==> src/rtl/pool2_ctrl_pkg.sv <==
// Shared FSM state type and per-channel geometry constants for the pool2 sequencer.
package pool2_ctrl_pkg;

    typedef enum logic [1:0] {
        StIdle,
        StFeed,
        StDrain,
        StFin
    } state_e;

    localparam int unsigned PIX_PER_CH = 64;
    localparam int unsigned OUT_PER_CH = 16;

    localparam int unsigned PIX_W     = $clog2(PIX_PER_CH);
    localparam int unsigned OUT_W     = $clog2(OUT_PER_CH);
    localparam int unsigned CH_W      = 4;
    localparam int unsigned CH_PORT_W = 5;

endpackage

==> src/rtl/pool2_ctrl_wr_stage.sv <==
// Result write register: forms the ch*16+k result address and registers the pooled value.
// Optional build macro POOL2_CTRL_RELU_EN: when defined, negative results are written as zero.
module pool2_ctrl_wr_stage
    import pool2_ctrl_pkg::*;
#(
    parameter int unsigned DATA_W     = 16,
    parameter int unsigned OUT_ADDR_W = 8
) (
    input  logic                  clk,
    input  logic                  rst_n,
    input  logic                  accept,
    input  logic [CH_W-1:0]       ch,
    input  logic [OUT_W-1:0]      k,
    input  logic [DATA_W-1:0]     data,
    output logic                  res_wr_en,
    output logic [OUT_ADDR_W-1:0] res_wr_addr,
    output logic [DATA_W-1:0]     res_wr_data
);

    logic [DATA_W-1:0] data_d;

    always_comb begin
`ifdef POOL2_CTRL_RELU_EN
        data_d = data[DATA_W-1] ? '0 : data;
`else
        data_d = data;
`endif
    end

    always_ff @(posedge clk) begin
        if (!rst_n) begin
            res_wr_en   <= 1'b0;
            res_wr_addr <= '0;
            res_wr_data <= '0;
        end else begin
            res_wr_en <= accept;
            if (accept) begin
                res_wr_addr <= OUT_ADDR_W'({ch, k});
                res_wr_data <= data_d;
            end
        end
    end

endmodule

==> src/rtl/pool2_ctrl.sv <==
// Sequencer for the second max-pool stage: feeds one channel of the conv2 map at a time into
// pool2 and collects its 16 results. Optional build macro POOL2_CTRL_RELU_EN (see write stage).
module pool2_ctrl
    import pool2_ctrl_pkg::*;
#(
    parameter int unsigned DATA_W     = 16,
    parameter int unsigned IMG_IN_W   = 8,
    parameter int unsigned CH_NUM     = 16,
    parameter int unsigned IN_ADDR_W  = 10,
    parameter int unsigned OUT_ADDR_W = 8
) (
    input  logic                  clk,
    input  logic                  rst_n,
    input  logic                  start,
    output logic                  busy,
    output logic                  done,
    output logic                  err,
    output logic                  fm_rd_en,
    output logic [IN_ADDR_W-1:0]  fm_rd_addr,
    input  logic [DATA_W-1:0]     fm_rd_data,
    output logic [DATA_W-1:0]     pool_data_in,
    output logic                  pool_data_in_valid,
    output logic [4:0]            pool_in_channel,
    input  logic [DATA_W-1:0]     pool_data_out,
    input  logic                  pool_data_out_valid,
    output logic                  res_wr_en,
    output logic [OUT_ADDR_W-1:0] res_wr_addr,
    output logic [DATA_W-1:0]     res_wr_data
);

    localparam int unsigned PixLast  = IMG_IN_W * IMG_IN_W - 1;
    localparam int unsigned OutPerCh = (IMG_IN_W / 2) * (IMG_IN_W / 2);

    localparam logic [PIX_W-1:0]     PixLastW = PIX_W'(PixLast);
    localparam logic [OUT_W:0]       CntFull  = (OUT_W + 1)'(OutPerCh);
    localparam logic [CH_PORT_W-1:0] ChLast   = CH_PORT_W'(CH_NUM - 1);

    state_e               state_q;
    logic [PIX_W-1:0]     pix_q;
    logic [OUT_W:0]       out_cnt_q;
    logic [CH_PORT_W-1:0] ch_q;
    logic                 in_pass;
    logic                 accept;

    assign in_pass = (state_q == StFeed) || (state_q == StDrain);
    assign accept  = pool_data_out_valid && in_pass && (out_cnt_q < CntFull);

    assign pool_data_in    = fm_rd_data;
    assign pool_in_channel = ch_q;

    always_ff @(posedge clk) begin
        if (!rst_n) begin
            state_q            <= StIdle;
            pix_q              <= '0;
            out_cnt_q          <= '0;
            ch_q               <= '0;
            busy               <= 1'b0;
            done               <= 1'b0;
            err                <= 1'b0;
            fm_rd_en           <= 1'b0;
            fm_rd_addr         <= '0;
            pool_data_in_valid <= 1'b0;
        end else begin
            done               <= 1'b0;
            pool_data_in_valid <= fm_rd_en;
            if (accept) begin
                out_cnt_q <= out_cnt_q + 1'b1;
            end else if (pool_data_out_valid) begin
                err <= 1'b1;
            end

            case (state_q)
                StIdle: begin
                    if (start) begin
                        state_q    <= StFeed;
                        busy       <= 1'b1;
                        fm_rd_en   <= 1'b1;
                        fm_rd_addr <= '0;
                        ch_q       <= '0;
                        pix_q      <= '0;
                        out_cnt_q  <= '0;
                        // A stray result arriving alongside start is still flagged.
                        err        <= pool_data_out_valid;
                    end
                end
                StFeed: begin
                    if (pix_q == PixLastW) begin
                        fm_rd_en <= 1'b0;
                        state_q  <= StDrain;
                    end else begin
                        pix_q      <= pix_q + 1'b1;
                        fm_rd_addr <= fm_rd_addr + 1'b1;
                    end
                end
                StDrain: begin
                    if (out_cnt_q == CntFull) begin
                        if (ch_q == ChLast) begin
                            state_q <= StFin;
                        end else begin
                            state_q    <= StFeed;
                            ch_q       <= ch_q + 1'b1;
                            pix_q      <= '0;
                            out_cnt_q  <= '0;
                            fm_rd_en   <= 1'b1;
                            fm_rd_addr <= fm_rd_addr + 1'b1;
                        end
                    end
                end
                StFin: begin
                    busy    <= 1'b0;
                    done    <= 1'b1;
                    state_q <= StIdle;
                end
                default: state_q <= StIdle;
            endcase
        end
    end

    pool2_ctrl_wr_stage #(
        .DATA_W     (DATA_W),
        .OUT_ADDR_W (OUT_ADDR_W)
    ) u_wr_stage (
        .clk         (clk),
        .rst_n       (rst_n),
        .accept      (accept),
        .ch          (ch_q[CH_W-1:0]),
        .k           (out_cnt_q[OUT_W-1:0]),
        .data        (pool_data_out),
        .res_wr_en   (res_wr_en),
        .res_wr_addr (res_wr_addr),
        .res_wr_data (res_wr_data)
    );

endmodule

==> config.mk <==
export PLATFORM = sky130hd
export DESIGN_NAME = pool2_ctrl
export DESIGN_NICKNAME = d
export VERILOG_FILES = /design/src/rtl/pool2_ctrl_pkg.sv /design/src/rtl/pool2_ctrl_wr_stage.sv /design/src/rtl/pool2_ctrl.sv
export SDC_FILE = /design/constraint.sdc
export NUM_CORES = 1
export LEC_CHECK = 0
export CAP_MARGIN = 15
export CORE_ASPECT_RATIO = 0.75
export CORE_MARGIN = 2
export CORE_UTILIZATION = 47
export CTS_BUF_LIST = sky130_fd_sc_hd__clkbuf_8
export CTS_CLUSTER_SIZE = 10
export DETAILED_ROUTE_END_ITERATION = 12
export GPL_TIMING_DRIVEN = 0
export PLACE_DENSITY = 0.83
export SYNTH_ARGS = -nofsm -noshare
export SYNTH_HDL_FRONTEND = slang
export SYNTH_SLANG_ARGS = --single-unit
==> constraint.sdc <==
create_clock -name clk -period 2.45 [get_ports clk]
set_input_delay 0.49 -clock clk [delete_from_list [all_inputs] [get_ports clk]]
set_output_delay 0.49 -clock clk [all_outputs]
set_load 0.01 [all_outputs]
# Word-level counts from Yosys, hierarchy flattened
# Cells that the tools add are included.
[totals]
ff_bits = 58
out_inout_bits = 61
elab_cells = 76
[op_classes]
reduce_logical = 12
n_eq_ne = 11
muxes = 35
n_lt_le_gt_ge = 1
addsub = 4
[ops]
columns = ["operator", "n"]
rows = [
  ["$mux 10", 4],
  ["$mux 5", 7],
  ["$pmux 10 s3", 1],
  ["$mux 6", 4],
  ["$pmux 5 s2", 2],
  ["$pmux 6 s3", 1],
  ["$add 10x1->10 const B", 1],
  ["$add 5x1->5 const B", 2],
  ["$reduce_and 5->1", 2],
  ["$mux 1", 9],
  ["$mux 2", 4],
  ["$pmux 2 s4", 1],
  ["$add 6x1->6 const B", 1],
  ["$eq 6x6->1 const B", 1],
  ["$ne 2x2->1 const B", 3],
  ["$eq 5x4->1 const B", 1],
  ["$eq 5x5->1 const B", 1],
  ["$lt 5x5->1 const B", 1],
  ["$eq 2x2->1 const B", 2],
  ["$ne 2x1->1 const B", 2],
  ["$reduce_and 4->1", 1],
  ["$reduce_bool 2->1", 2],
  ["$pmux 1 s3", 1],
  ["$reduce_and 3->1", 1],
  ["7 further kinds", 8],
]

# Logic depth before layout (Yosys ltp)
[logic_depth]
depth_word = 8
depth_mapped = 8

# Modules after synthesis
# A second synthesis with hierarchy kept.
[hier_totals]
cells_unflattened = 293
hier_area_um2 = 2824.0
[by_module_without_submodules]
columns = ["mod", "cells_each", "area_per_inst_um2", "instances", "seq_area_each_um2"]
rows = [
  ["pool2_ctrl", 214, 1868.0, 1, 660.6],
  ["pool2_ctrl_wr_stage", 79, 955.9, 1, 500.5],
]

# Worst setup path after synthesis
# Ideal clock, no wire load.
[synth_timing]
path_kind = "flip-flop to flip-flop"
startpoint = "register ch_q[0] (netlist: pool_in_channel[0])"
endpoint = "register ch_q[2] (netlist: pool_in_channel[2])"
path_stages_with_launch = 7
arrival_time_ns = 1.812
period_less_slack_ns = 1.935
t_required_ns = 2.327
path_slack_ns = 0.515
setup_time_ns = 0.123
path_cell_list = "dfxtp_1 ha_1 and3_1 ha_1 o21a_4 nor4b_1 mux2_1"
[synth_between]
elab_chain_cells = 4
[synth_rtl]
columns = ["item", "line", "rtl"]
rows = [
  ["start: declaration", "pool2_ctrl.sv:41", "logic [CH_PORT_W-1:0] ch_q;"],
  ["start signal: assignment", "pool2_ctrl.sv:101", "ch_q <= ch_q + 1'b1;"],
  ["$add 5x1->5", "pool2_ctrl.sv:101", ""],
  ["$mux 5", "pool2_ctrl.sv:97", "if (ch_q == ChLast) begin"],
  ["$mux 5", "pool2_ctrl.sv:96", "if (out_cnt_q == CntFull) begin"],
  ["$pmux 5 s2", "pool2_ctrl.sv:72", "case (state_q)"],
]
# Parallel ways exist; a longest one is shown, timed or not. The select of a mux whose other input is x is not followed.
# A chain may end at the register's enable or synchronous reset.

# Worst setup path in the final report
[layout_timing]
startpoint = "register ch_q[0] (netlist: pool_in_channel[0])"
endpoint = "register fm_rd_addr[6]"
[layout_between]
elab_chain_cells = 3
[layout_rtl]
columns = ["item", "line", "rtl"]
rows = [
  ["$eq 5x4->1", "pool2_ctrl.sv:97", ""],
  ["$ne 2x2->1 (no source line)", "n/a", ""],
  ["$reduce_and 5->1 (no source line)", "n/a", ""],
  ["end signal: assignment", "pool2_ctrl.sv:92", "fm_rd_addr <= fm_rd_addr + 1'b1;"],
  ["end signal: assignment", "pool2_ctrl.sv:105", "fm_rd_addr <= fm_rd_addr + 1'b1;"],
  ["end: declaration", "pool2_ctrl.sv:19", "output logic [IN_ADDR_W-1:0] fm_rd_addr,"],
]
# No other way between the ends.

==> flow_summary.toml <==
[status]
outcome = "completed"

[global_routing]
grt_pass1_wl_mm = 12.2
grt_pass1_vias = 2621
grt_use_total_pct = 23.4
antenna_found_initial = 0
overflow = 0
grt_max_degree = 11

[floorplanning]
rows = 24
pin_count = 97
start_util_pct = 48.4
die_x_um = 93.0
dieArea_sq_um = 6580
fp.dieH_um = 70.8
core_area_sq_um = 5770

[yosys]
syn_inst = 327
synth_area_per_cell_sq_um = 8.54
synth_seq_cells = 58
ys.flop_type = "dfxtp_1"
syn_nets = 373
yosys_warnings = 0
async_flop_share_pct = 0
synth-edff-count = 0
synthDistinctLibCells = 51
synth_area_sq_um = 2790
ys_seq_area_share_pct = 41.6

[setup_path]
regToRegSetupSlack_ns = 0.22
cp.required_ns = 2.68
slowest_stage = "o21ai_1"
rr_worst_depth = 7
cp_max_fo = 10
r2r_start = "pool_in_channel[0]"
startpoint = "pool_in_channel[0]"
crit_end = "fm_rd_addr[6]"
crit_arrival_ns = 2.45
worst_setup_path_end_kind = "flop"
crit_chain = "ha_1 -> and3_1 -> ha_1 -> o21ai_1 -> buf_4 -> nand3_1 -> a32o_1"
worstReg2RegEnd = "fm_rd_addr[6]"
startpoint_type = "flop"
crit_top_cell = "ha_1"
path_class = "reg -> reg"
cpPeakStageDelay_ns = 0.46

[clocking]
numCtsBuffers = 9
clock_path_buffers = 2
clkSlewWorstSetupHoldPaths_ns = 0.06
cts_sinks = 58
h-tree-depth = 3
clk_latency_ns = 0.34
cts-root-buf = "clkbuf_8"
post_cts_buffers = 0
cts_tree = "built"

[route]
drc = 0
dr.pass1.iters = 5
vias = 2761
wl_per_cell_um = 14.7
drt_iter0_markers = 212
final_antenna_net_count = 0
drt-total-wl_mm = 7.36
vias_per_cell = 5.53

[power_and_ir_drop]
p_int_w = 0.00210
p_seq_share_pct = 35.2
power_density_nw_per_um2 = 857
p_comb_share_pct = 39.4
power_leakage_nw = 1.44
vdd_drop_max_mv = 0.462
switching_share_pct = 36.7
pwr-share-clk_pct = 25.4
p_switching_w = 0.00122

[finish]
layout.nets = 463
antenna_cells = 0
area_growth_pct = 38.4
drive_gt1_share_pct = 10.2
design_area_sq_um = 3870

[timing]
slew_headroom_pct = 51.2
tns_ns = 0
worst_pin_slew_ns = 0.729
setup_viol = 0
period_share_pct = 90.9
rsz0062_at_grt = "false"
fin_crit_ns = 2.23
max_freq_mhz = 449
hold_viol_final = 0
final_max_slew_viol_count = 0
fin_skew_ns = 0.00714

[placement]
io_buffer_count = 79
placed_cell_area_sq_um = 3680
place.gp.congestion = 0.867
dp_hpwl_mm = 5.39

[job]
cap_violations = 0

[worst_hold_path]
min_path_type = "reg -> reg"
## layout by cell type, fill, tap and decap left out, types with 3 or more instances in the layout
master           count
clkbuf_8            10
and3_1               4
o31ai_1              3
clkbuf_1             6
and2_1               3
buf_6                3
nand2b_1             3
a32o_1               9
nor2_1              14
clkdlybuf4s50_1     79
a311oi_1             3
inv_1               13
a41o_1               3
buf_2                3
dfxtp_1             58
nand2_1             64
nor4_1               4
buf_4               17
a21oi_1             33
nand3_1             15
o21ai_0              7
ha_1                10
nand4_1              4
nor3_1               9
buf_1                5
## kinds of logic (layout without fill, tap and decap cells)
kind of cell,after synthesis,after routing,synth area share [%]
AOI/OAI and AO/OA,74,74,18.7
adders and majority gates,10,10,4.48
muxes,2,2,0.762
xor gates and xnor gates,3,3,0.941
DFF,58,58,41.6
and+or+nand+nor,135,135,24.2
buffers and inverters,45,139,9.27
## power groups by stage
stage	Clock [W]	Combinational [W]	Sequential, W
6_report	0.000841	0.00131	0.00116
4_1_cts	0.000859	0.00129	0.00116
5_1_grt	0.000907	0.00142	0.00118
3_5_place_dp	0	0.00128	0.00118
2_1_floorplan	0	0.000777	0.00121
3_3_place_gp	0	0.00124	0.00117
## synth_stat cells (all sizes together), types with 3 or more instances
cell | n | area, sq um
ha | 10 | 125
and3 | 5 | 36.3
clkbuf | 6 | 22.5
buf | 28 | 195
nand3 | 15 | 75.1
nor2 | 14 | 52.6
a311oi | 3 | 26.3
nor4 | 5 | 37.5
inv | 11 | 41.3
o21ai | 8 | 40.0
nand4 | 4 | 25.0
a41o | 3 | 30.0
nor3 | 10 | 61.3
o31ai | 4 | 43.8
nand2b | 3 | 18.8
a32o | 9 | 90.1
nand2 | 64 | 240
and2 | 3 | 18.8
dfxtp | 58 | 1160
a21oi | 33 | 165
## per-stage QoR
step	hold WS, ns	setup slack (ns)	power [W]	cells	utilization (%)
floorplan	0.465	0.515	0.00198	327	-
global placement	0.443	0.280	0.00241	484	63.8
detailed placement	0.448	0.234	0.00246	484	63.8
CTS	0.456	0.245	0.00331	499	67.1
finish	0.452	0.223	0.00331	499	67.1
global route	0.476	0.0189	0.00350	499	67.1
## worst min path at each step
| stage | from | endpoint | slack, ns | cells past startpoint |
|---|---|---|---|---|
| floorplan | out_cnt_q[3] | u_wr_stage.res_wr_addr[3] | 0.47 | 2 |
| global placement | u_wr_stage.res_wr_addr[2] | u_wr_stage.res_wr_addr[2] | 0.44 | 2 |
| detailed placement | u_wr_stage.res_wr_data[10] | u_wr_stage.res_wr_data[10] | 0.45 | 2 |
| CTS | u_wr_stage.res_wr_data[10] | u_wr_stage.res_wr_data[10] | 0.46 | 2 |
| global route | u_wr_stage.res_wr_addr[3] | u_wr_stage.res_wr_addr[3] | 0.48 | 2 |
| finish | u_wr_stage.res_wr_data[10] | u_wr_stage.res_wr_data[10] | 0.45 | 2 |
## layer usage
layer	routed length, um	GRT usage, %	part of all wire, %	vias up
met5	0	0	0	-
met4	95	9.80	1.3	0
met3	526	6.60	7.1	12
met2	3520	37.0	48	125
met1	3210	30.4	44	1302
li1	-	-	-	1322
## layout make-up
cell class / count / area, sq um
timing repair buffer: 79 / 791
multi-input combinational: 224 / 1370
buffer: 34 / 218
tap: 78 / 97.6
clock buffer: 10 / 138
fill: 493 / 1900
clock inverter: 5 / 47.5
sequential: 58 / 1160
inverter: 11 / 41.3
## state kept, by name (all words and copies together) (netlist names), 2 cells and up
register                flops
state_q                     2
u_wr_stage.res_wr_addr      8
u_wr_stage.res_wr_data     16
out_cnt_q                   5
fm_rd_addr                 10
pool_in_channel             5
pix_q                       6
## worst max-delay path, delay by kind of cell, from the launching register on
kind | cells | cell delay (ns)
buffers and inverters | 1 | 0.28
flip-flops | 1 | 0.36
AO/OA/AOI/OAI | 2 | 0.73
AND/OR/NAND/NOR | 2 | 0.28
adder cells (fa/ha/maj) | 2 | 0.45
## timing repair
| item | 4_1_cts | 5_1_grt |
|---|---|---|
| gates resized for setup | 0 | 0 |
| setup endpoints to repair | 0 | 1 |
| hold buffers | 0 | 0 |
Power figures use the tool's default switching activity.
